File: config.mk
export PLATFORM = sky130hd
export DESIGN_NAME = stopwatch_datapath
export DESIGN_NICKNAME = d
export VERILOG_FILES = /design/src/rtl/stopwatch_datapath.sv
export SDC_FILE = /design/constraint.sdc
export NUM_CORES = 1
export LEC_CHECK = 0
export BUFFER_PORTS_ARGS = -buffer_cell sky130_fd_sc_hd__buf_2
export CORE_MARGIN = 1.5
export CORE_UTILIZATION = 30
export CTS_BUF_LIST = sky130_fd_sc_hd__clkbuf_2
export DETAILED_ROUTE_END_ITERATION = 7
export PLACE_DENSITY = 0.44
export REMOVE_ABC_BUFFERS = 1
export SLEW_MARGIN = 20
export SYNTH_ARGS = -nofsm -noshare
export SYNTH_HDL_FRONTEND = slang
export SYNTH_SLANG_ARGS = --single-unit
File: constraint.sdc
create_clock -name clk -period 4.4 [get_ports clk]
set_input_delay 0 -clock clk [delete_from_list [all_inputs] [get_ports clk]]
set_output_delay 0 -clock clk [all_outputs]
set_load 0.01 [all_outputs]
File: src/rtl/stopwatch_datapath.sv
// Counting and display engine for the stopwatch/timer controller: BCD count,
// limit register, 10 ms prescaler, terminal-count flag and 7-segment scan.
module stopwatch_datapath #(
    parameter int unsigned CLK_HZ         = 100_000_000,
    parameter int unsigned TICK_HZ        = 100,
    parameter int unsigned REFRESH_CYCLES = 100_000
) (
    input  logic        clk,
    input  logic        reset,
    input  logic        init_ld_en,
    input  logic        count_en,
    input  logic [2:0]  ctr_select,
    input  logic        tc_select,
    input  logic [16:0] init_val,
    input  logic        an_reset,
    output logic        tc_limit_reached,
    output logic [3:0]  an,
    output logic [6:0]  sseg,
    output logic [16:0] synch_init
);
    localparam int unsigned VAL_W    = 17;
    localparam int unsigned BIN_W    = 14;
    localparam int unsigned BCD_W    = 16;
    localparam int unsigned MAX_VAL  = 9999;
    localparam int unsigned TICK_DIV = CLK_HZ / TICK_HZ;
    localparam int unsigned PS_W     = (TICK_DIV > 1) ? $clog2(TICK_DIV) : 1;
    localparam int unsigned RC_W     = (REFRESH_CYCLES > 1) ? $clog2(REFRESH_CYCLES) : 1;

    function automatic logic [BCD_W-1:0] to_bcd(input logic [BIN_W-1:0] v);
        int unsigned t;
        t = 32'(v);
        return {4'(t / 1000), 4'((t / 100) % 10), 4'((t / 10) % 10), 4'(t % 10)};
    endfunction

    function automatic logic [BCD_W-1:0] bcd_inc(input logic [BCD_W-1:0] v);
        logic [BCD_W-1:0] r;
        logic             carry;
        r     = v;
        carry = 1'b1;
        for (int i = 0; i < 4; i++) begin
            if (carry) begin
                if (r[4*i +: 4] == 4'd9) begin
                    r[4*i +: 4] = 4'd0;
                end else begin
                    r[4*i +: 4] = r[4*i +: 4] + 4'd1;
                    carry       = 1'b0;
                end
            end
        end
        return r;
    endfunction

    function automatic logic [BCD_W-1:0] bcd_dec(input logic [BCD_W-1:0] v);
        logic [BCD_W-1:0] r;
        logic             borrow;
        r      = v;
        borrow = 1'b1;
        for (int i = 0; i < 4; i++) begin
            if (borrow) begin
                if (r[4*i +: 4] == 4'd0) begin
                    r[4*i +: 4] = 4'd9;
                end else begin
                    r[4*i +: 4] = r[4*i +: 4] - 4'd1;
                    borrow      = 1'b0;
                end
            end
        end
        return r;
    endfunction

    function automatic logic [6:0] seg_code(input logic [3:0] d);
        case (d)
            4'd0:    return 7'b1000000;
            4'd1:    return 7'b1111001;
            4'd2:    return 7'b0100100;
            4'd3:    return 7'b0110000;
            4'd4:    return 7'b0011001;
            4'd5:    return 7'b0010010;
            4'd6:    return 7'b0000010;
            4'd7:    return 7'b1111000;
            4'd8:    return 7'b0000000;
            4'd9:    return 7'b0010000;
            default: return 7'b1111111;
        endcase
    endfunction

    logic [VAL_W-1:0] limit_q, limit_d;
    logic [BCD_W-1:0] limit_bcd_q, limit_bcd_d;
    logic [BCD_W-1:0] count_q, count_d;
    logic [PS_W-1:0]  ps_q, ps_d;
    logic [RC_W-1:0]  ref_q, ref_d;
    logic [1:0]       digit_idx_q, digit_idx_d;
    logic [3:0]       an_q, an_d;
    logic [6:0]       sseg_q, sseg_d;

    logic [BIN_W-1:0] clamp_c;
    logic [BCD_W-1:0] init_bcd_c;
    logic [BCD_W-1:0] ceiling_c;
    logic [3:0]       digit_c;
    logic             counting_c;
    logic             tick_c;

    // Limit register and count/prescaler next state
    always_comb begin
        clamp_c    = (init_val > VAL_W'(MAX_VAL)) ? BIN_W'(MAX_VAL) : init_val[BIN_W-1:0];
        init_bcd_c = to_bcd(clamp_c);
        ceiling_c  = tc_select ? BCD_W'(16'h9999) : limit_bcd_q;
        counting_c = count_en && (ctr_select == 3'd1 || ctr_select == 3'd2);
        tick_c     = counting_c && (ps_q == PS_W'(TICK_DIV - 1));

        limit_d     = limit_q;
        limit_bcd_d = limit_bcd_q;
        count_d     = count_q;
        ps_d        = ps_q;

        if (init_ld_en) begin
            limit_d     = {3'b000, clamp_c};
            limit_bcd_d = init_bcd_c;
        end

        if (count_en && (ctr_select == 3'd0 || ctr_select == 3'd3)) begin
            ps_d = '0;
        end else if (counting_c) begin
            ps_d = tick_c ? '0 : ps_q + PS_W'(1);
        end

        if (count_en) begin
            case (ctr_select)
                3'd0: count_d = init_bcd_c;
                3'd1: if (tick_c && count_q < ceiling_c) count_d = bcd_inc(count_q);
                3'd2: if (tick_c && count_q != '0) count_d = bcd_dec(count_q);
                3'd3: count_d = '0;
                default: count_d = count_q;
            endcase
        end
    end

    // Display scan; anode and segments registered together from digit_idx
    always_comb begin
        ref_d       = (ref_q == RC_W'(REFRESH_CYCLES - 1)) ? '0 : ref_q + RC_W'(1);
        digit_idx_d = (ref_q == RC_W'(REFRESH_CYCLES - 1)) ? digit_idx_q + 2'd1 : digit_idx_q;
        case (digit_idx_q)
            2'd0:    digit_c = count_q[3:0];
            2'd1:    digit_c = count_q[7:4];
            2'd2:    digit_c = count_q[11:8];
            default: digit_c = count_q[15:12];
        endcase
        an_d   = an_reset ? 4'b1111 : ~(4'b0001 << digit_idx_q);
        sseg_d = an_reset ? 7'b1111111 : seg_code(digit_c);
    end

    always_ff @(posedge clk or negedge reset) begin
        if (!reset) begin
            limit_q     <= VAL_W'(MAX_VAL);
            limit_bcd_q <= BCD_W'(16'h9999);
            count_q     <= '0;
            ps_q        <= '0;
            ref_q       <= '0;
            digit_idx_q <= '0;
            an_q        <= 4'b1111;
            sseg_q      <= 7'b1111111;
        end else begin
            limit_q     <= limit_d;
            limit_bcd_q <= limit_bcd_d;
            count_q     <= count_d;
            ps_q        <= ps_d;
            ref_q       <= ref_d;
            digit_idx_q <= digit_idx_d;
            an_q        <= an_d;
            sseg_q      <= sseg_d;
        end
    end

    assign tc_limit_reached = tc_select ? (count_q == '0) : (count_q == limit_bcd_q);
    assign an               = an_q;
    assign sseg             = sseg_q;
    assign synch_init       = limit_q;
endmodule

## After elaboration in Yosys (flattened, before gate mapping)

Memory sizes are Yosys's and may differ from the RTL's.
Index checks and enable logic that the tools add are counted.

- Register bits: 96
- Bits in read-only memories: 112
- Bits of input ports: 26
- Memories: 1

- Add/sub/neg operators: 11
- Div/mod/pow operators: 6
- Magnitude comparators: 2
- Eq/ne operators: 20
- Shift operators: 1
- Muxes and demuxes: 55
- Bitwise gates (word level): 1
- Reductions and logical operators: 21

Memory list:

| name | depth | width | rd ports | clocked after Yosys merged registers in | write ports | line | text |
|---|---|---|---|---|---|---|---|
| (no name shown) | 16 | 7 | 1 | 0 | 0 | 72 | `case (d)` |

Operators by type and width:

| kind | count |
|---|---|
| remainder unit 32 x 4 -> 32 bit, second input constant | 2 |
| case mux 16 bit (4 select lines) | 1 |
| 2-to-1 mux 20 bit | 3 |
| 2-to-1 mux 4 bit | 15 |
| 2-to-1 mux 16 bit | 3 |
| divider 14 x 10 -> 32 bit, second input constant | 1 |
| divider 14 x 4 -> 32 bit, second input constant | 1 |
| divider 14 x 7 -> 32 bit, second input constant | 1 |
| remainder unit 14 x 4 -> 32 bit, second input constant | 1 |
| 2-to-1 mux 1 bit | 29 |
| adder 20 x 1 -> 20 bit, second input constant | 1 |
| equality test 20 bit, second input constant | 1 |
| AND reduction 6 bit | 3 |
| adder 17 x 1 -> 17 bit, second input constant | 1 |
| equality test 17 bit, second input constant | 1 |
| greater-than comparator 17 x 14 -> 1 bit, second input constant | 1 |
| 2-to-1 mux 17 bit | 1 |
| adder 4 x 1 -> 4 bit, second input constant | 4 |
| equality test 16 bit | 1 |
| equality test 4 bit, second input constant | 4 |
| zero test 16 bit | 1 |
| zero test 4 bit | 4 |
| less-than comparator 16 bit | 1 |
| inequality test 2 x 1 -> 1 bit, second input constant | 8 |
| other kinds (19) | 28 |

## Depth between registers and ports, before layout

- Word-level depth: 19
- Gate-level depth with buffers: 27

## Worst setup path after synthesis

OpenSTA, ideal clock, no wires.

- Path type: in2reg
- Start point: in init_val[11]
- End point: reg limit_bcd_q[5]
- Setup time: 125 ps
- Data arrival time: 5189 ps
- Required time: 4275 ps
- Setup slack: -914 ps
- Stages: 23
- Buffers on the path: 1
- Path through: buf_2 -> nor4b_2 -> a21o_1 -> and2_1 -> o21ai_0 -> a2111oi_2 -> nand2b_1 -> a221oi_2 -> a221oi_1 -> a31oi_1 -> a2bb2oi_1 -> a21oi_2 -> nor2_1 -> ha_1 -> a31oi_1 -> nor3_1 -> a22o_1 -> nor2_1 -> mux2_4 -> a311o_1 -> o21a_2 -> mux2_4 -> mux2_4

- Word-level cells in the longest chain between the ends: 4

RTL lines:

| what | line | text |
|---|---|---|
| start, declared | 14 | `input logic [16:0] init_val,` |
| greater-than comparator 17 x 14 -> 1 bit | 105 | `clamp_c = (init_val > VAL_W'(MAX_VAL)) ? BIN_W'(MAX_VAL) : init_val[BIN_W-1:0];` |
| 2-to-1 mux 14 bit (*) | 105 |  |
| divider 14 x 4 -> 32 bit (*) | 32 | `return {4'(t / 1000), 4'((t / 100) % 10), 4'((t / 10) % 10), 4'(t % 10)};` |
| remainder unit 32 x 4 -> 32 bit (*) | 32 |  |
| end signal, assigned | 155 | `limit_bcd_q <= BCD_W'(16'h9999);` |
| end signal, assigned | 164 | `limit_bcd_q <= limit_bcd_d;` |
| end, declared | 88 | `logic [BCD_W-1:0] limit_bcd_q, limit_bcd_d;` |

Mark *: on every way between the ends. The rest lies on a longest branch, timed or not.
A chain may end at the register's enable or synchronous reset.

## Worst setup path in the final report

- Start point: in init_val[13]
- End point: reg limit_bcd_q[5]

The elaborated chain is that of the path after synthesis.

==> flow_summary_export.csv <==
group,metric,value,unit
run_status,outcome,"complete, but fails checks",
run_status,violations,"setup timing",
pwr,power-per-cell-area,275,mW/mm^2
cells_and_area,mostFrequentLayoutCell,"buf_4",
placed_design,io_buffers,51,
floorplanning,fp.dieH,179,um
floorplanning,io_pins,55,
worst_setup_path,crit_top_cell,"buf_4",
clock_tree,h-tree-depth,3,
global_route,grt.overflow.total,0,
detailed_routing,routed_wl,31400,um
cells_and_area,finish.net_count,1545,
global_route,antenna_found_initial,1,
timing,period_needed,4540,ps
timing,finClkSkew,61.7,ps
cells_and_area,multi_input_area,0.00700,mm^2
placed_design,dpl.hpwl,23300,um
timing,setup_viol,3,
worst_setup_path,slowest_delay,460,ps
floorplanning,initial_core_util,30.4,%
pwr,leakagePower,5.53,nW
clock_tree,cts_made_buffers,9,
synth,synth_area,0.00928,mm^2
cells_and_area,mostFrequentLayoutCells,"buf_4, nor2_1, nand2_1",
worst_setup_path,start_kind,"input pin",
synth,synth-seq-cells,95,
detailed_routing,firstDrtPassIters,5,
timing,hold_violations,0,
cells_and_area,syn_to_final_growth,38.5,%
detailed_routing,post_drt_via_cell_ratio,5.26,
cells_and_area,ff_latch_area,0.00241,mm^2
timing,slew_viol_final,0,
cells_and_area,stdcell_count,1877,
worst_setup_path,crit_path_end_kind,"register",
clock_tree,cts_max_path_buffers,2,
worst_setup_path,crit_slowest_cell,"a2111o_1",
timing,tightest_slew,970,ps
floorplanning,die_w,179,um
global_route,grt_max_degree,50,
synth,netlist_instances,1186,
placed_design,placed_area,0.0116,mm^2
worst_setup_path,path_class,"input pin to register",
detailed_routing,wl_per_cell,16.7,um
synth,synth_warnings,0,
detailed_routing,vias,9881,
placed_design,place_inst,1805,
synth,synth_edf_count,0,
placed_design,place.gp.congestion,0.872,
clock_tree,clock_sink_count,95,
worst_hold_path,hold_class,"input pin to register",
timing,slew_headroom,35.3,%
timing,grt_setup_unrepaired,"yes",
worst_setup_path,crit_buf_inv,3,
synth,synth_seq_area_share,26.0,%
cells_and_area,drive_gt1_share,36.7,%
global_route,grt_pass1_wl,50400,um
global_route,grt_pass1_vias,9440,
detailed_routing,route.detailed.drc,0,
cells_and_area,fillers,3136,
timing,fmax,0.220,GHz
clock_tree,cts_tree,"done",
worst_setup_path,arrival,5150,ps
synth,synth-main-ff-cell,"dfrtp_1",
detailed_routing,ant_nets,0,
cells_and_area,fin_area,0.0129,mm^2
timing,period_share,103,%
floorplanning,rows,64,
synth,avgSynthCellArea,7.82,um^2
clock_tree,clk_latency,670,ps
clock_tree,cts-root-buf,"clkbuf_2",
synth,synth.distinct_cells,109,
floorplanning,core_region_area,0.0305,mm^2
synth,async_reset_ff_share,100,%
worst_setup_path,worst-path-max-fanout,6,
pwr,ir_worst_vdd,0.147,mV
detailed_routing,initialDrtViolationCount,526,
timing,fin_ws,-138,ps
global_route,gr-usage-all-layers,19.7,%
worst_setup_path,critPathTopFamily,"compound AO/OA/AOI/OAI gates",
floorplanning,dieArea,0.0320,mm^2
clock_tree,cts.clk_slew.worst_paths,310,ps
worst_setup_path,worstPathRequired,5010,ps
run,max_cap_viol_count,0,
-- through the flow --
step | utilization, % | setup TNS (ps) | power [mW] | hold WS (ps) | worst slack, ps
final | 42.1 | -207 | 3.54 | 105 | -138
after detailed placement | 37.9 | -20060 | 2.91 | 67.9 | -1150
after floorplan | - | -20920 | 2.19 | -296 | -1600
after global placement | 37.9 | -20120 | 2.91 | 64.0 | -1030
after global routing | 42.1 | -2090 | 3.83 | 89.3 | -307
after CTS | 40.1 | -23.6 | 3.45 | 23.0 | -23.6
-- report_power, final --
| part | switching (mW) | internal, mW | leakage [nW] |
|---|---|---|---|
| Combinational | 0.974 | 0.884 | 4.29 |
| Sequential | 0.189 | 1.03 | 1.18 |
| Clock | 0.326 | 0.135 | 0.0662 |
| Total | 1.49 | 2.05 | 5.53 |
-- layer usage --
layer / vias up / wire length, um / global-route usage, %
li1: 4962 / - / -
met5: - / 0 / 0
met3: 22 / 909 / 2.54
met2: 164 / 15000 / 33.1
met4: 0 / 403 / 3.82
met1: 4733 / 15000 / 26.9
-- flip-flops by register name (all words and copies together), names as in the netlist --
signal	cells
synch_init	13
an	4
ps_q	20
sseg	7
digit_idx_q	2
limit_bcd_q	16
ref_q	17
count_q	16
-- what timing repair did --
| item | 4_1_cts | 5_1_grt |
|---|---|---|
| setup buffers | 13 | 22 |
| pin swaps | 30 | 53 |
| resized for setup | 57 | 108 |
| hold buffers | 21 | 0 |
| endpoints found under the hold margin | 111 | 0 |
| endpoints found under the setup margin | 17 | 21 |
| cloned | 1 | 0 |
-- final cells by class --
class | instances | share of cell area (%)
Multi-Input combinational cell | 979 | 54.5
Timing Repair Buffer | 355 | 21.0
Sequential cell | 95 | 18.7
Tap cell | 396 | 3.85
Inverter | 35 | 1.02
Clock inverter | 5 | 0.448
Clock buffer | 11 | 0.428
Antenna cell | 1 | 0.0195
-- cells by family (layout without fill, tap and decap cells) --
logic type / Yosys count / in the layout / synth area share [%]
xor gates and xnor gates: 61 / 61 / 5.76
and+or+nand+nor: 464 / 464 / 25.8
buffers and inverters: 114 / 406 / 5.16
DFF: 95 / 95 / 26.0
AOI/OAI and AO/OA: 377 / 377 / 27.5
adders and majority gates: 46 / 46 / 6.15
muxes: 28 / 28 / 3.67
other: 1 / 4 / 0.0404
-- final timing paths --
path / slack [ps] / cells past startpoint / endpoint / startpoint
setup / recovery: -140 / 25 / limit_bcd_q[5] / init_val[13]
hold / removal: 100 / 6 / synch_init[12] / init_val[13]
setup reg to reg: 540 / 20 / count_q[11] / limit_bcd_q[1]
hold reg to reg: 490 / 1 / ref_q[4] / ref_q[4]
max in group asynchronous: 3110 / 4 / ref_q[2] / reset
min in group asynchronous: 500 / 3 / limit_bcd_q[3] / reset
-- synth_stat cells (8+ instances only) --
library cell	number	area share (%)
a211oi_1	16	1.3
a21o_1	16	1.3
a21oi_1	89	4.8
a22oi_1	10	0.81
a31oi_1	18	1.2
and2_1	9	0.61
and3_1	21	1.4
buf_2	16	0.86
buf_4	8	0.65
clkbuf_1	51	2.1
dfrtp_1	69	19
dfstp_2	26	7.4
ha_1	44	5.9
inv_1	33	1.3
mux2_2	16	1.9
nand2_1	102	4.1
nand2b_1	24	1.6
nand3_1	54	2.9
nand4_1	21	1.4
nor2_1	112	4.5
nor2b_1	14	0.94
nor3_1	41	2.2
nor4_1	17	1.1
o211ai_1	13	1.1
o21a_1	9	0.73
o21ai_0	94	5.1
o21ai_1	10	0.54
o22ai_1	9	0.61
o31ai_1	10	0.81
xnor2_1	32	3.0
xor2_1	29	2.7
-- worst reg2reg max path: stages (launching register included) --
cell	delay, ps
dfrtp_1	470
nand2b_1	80
ha_1	270
a21oi_1	160
nor2b_1	60
o21ai_0	160
nand2b_1	70
a21oi_1	140
nor2b_1	50
o21ai_0	140
nand2b_1	80
a21oi_1	270
o21ai_0	170
a21oi_1	270
o211ai_1	150
nor3_1	250
and3b_1	380
o21ai_0	160
nand2_1	80
o21ai_0	90
a211o_1	240
Note: power is estimated with default switching activity, not from simulation.
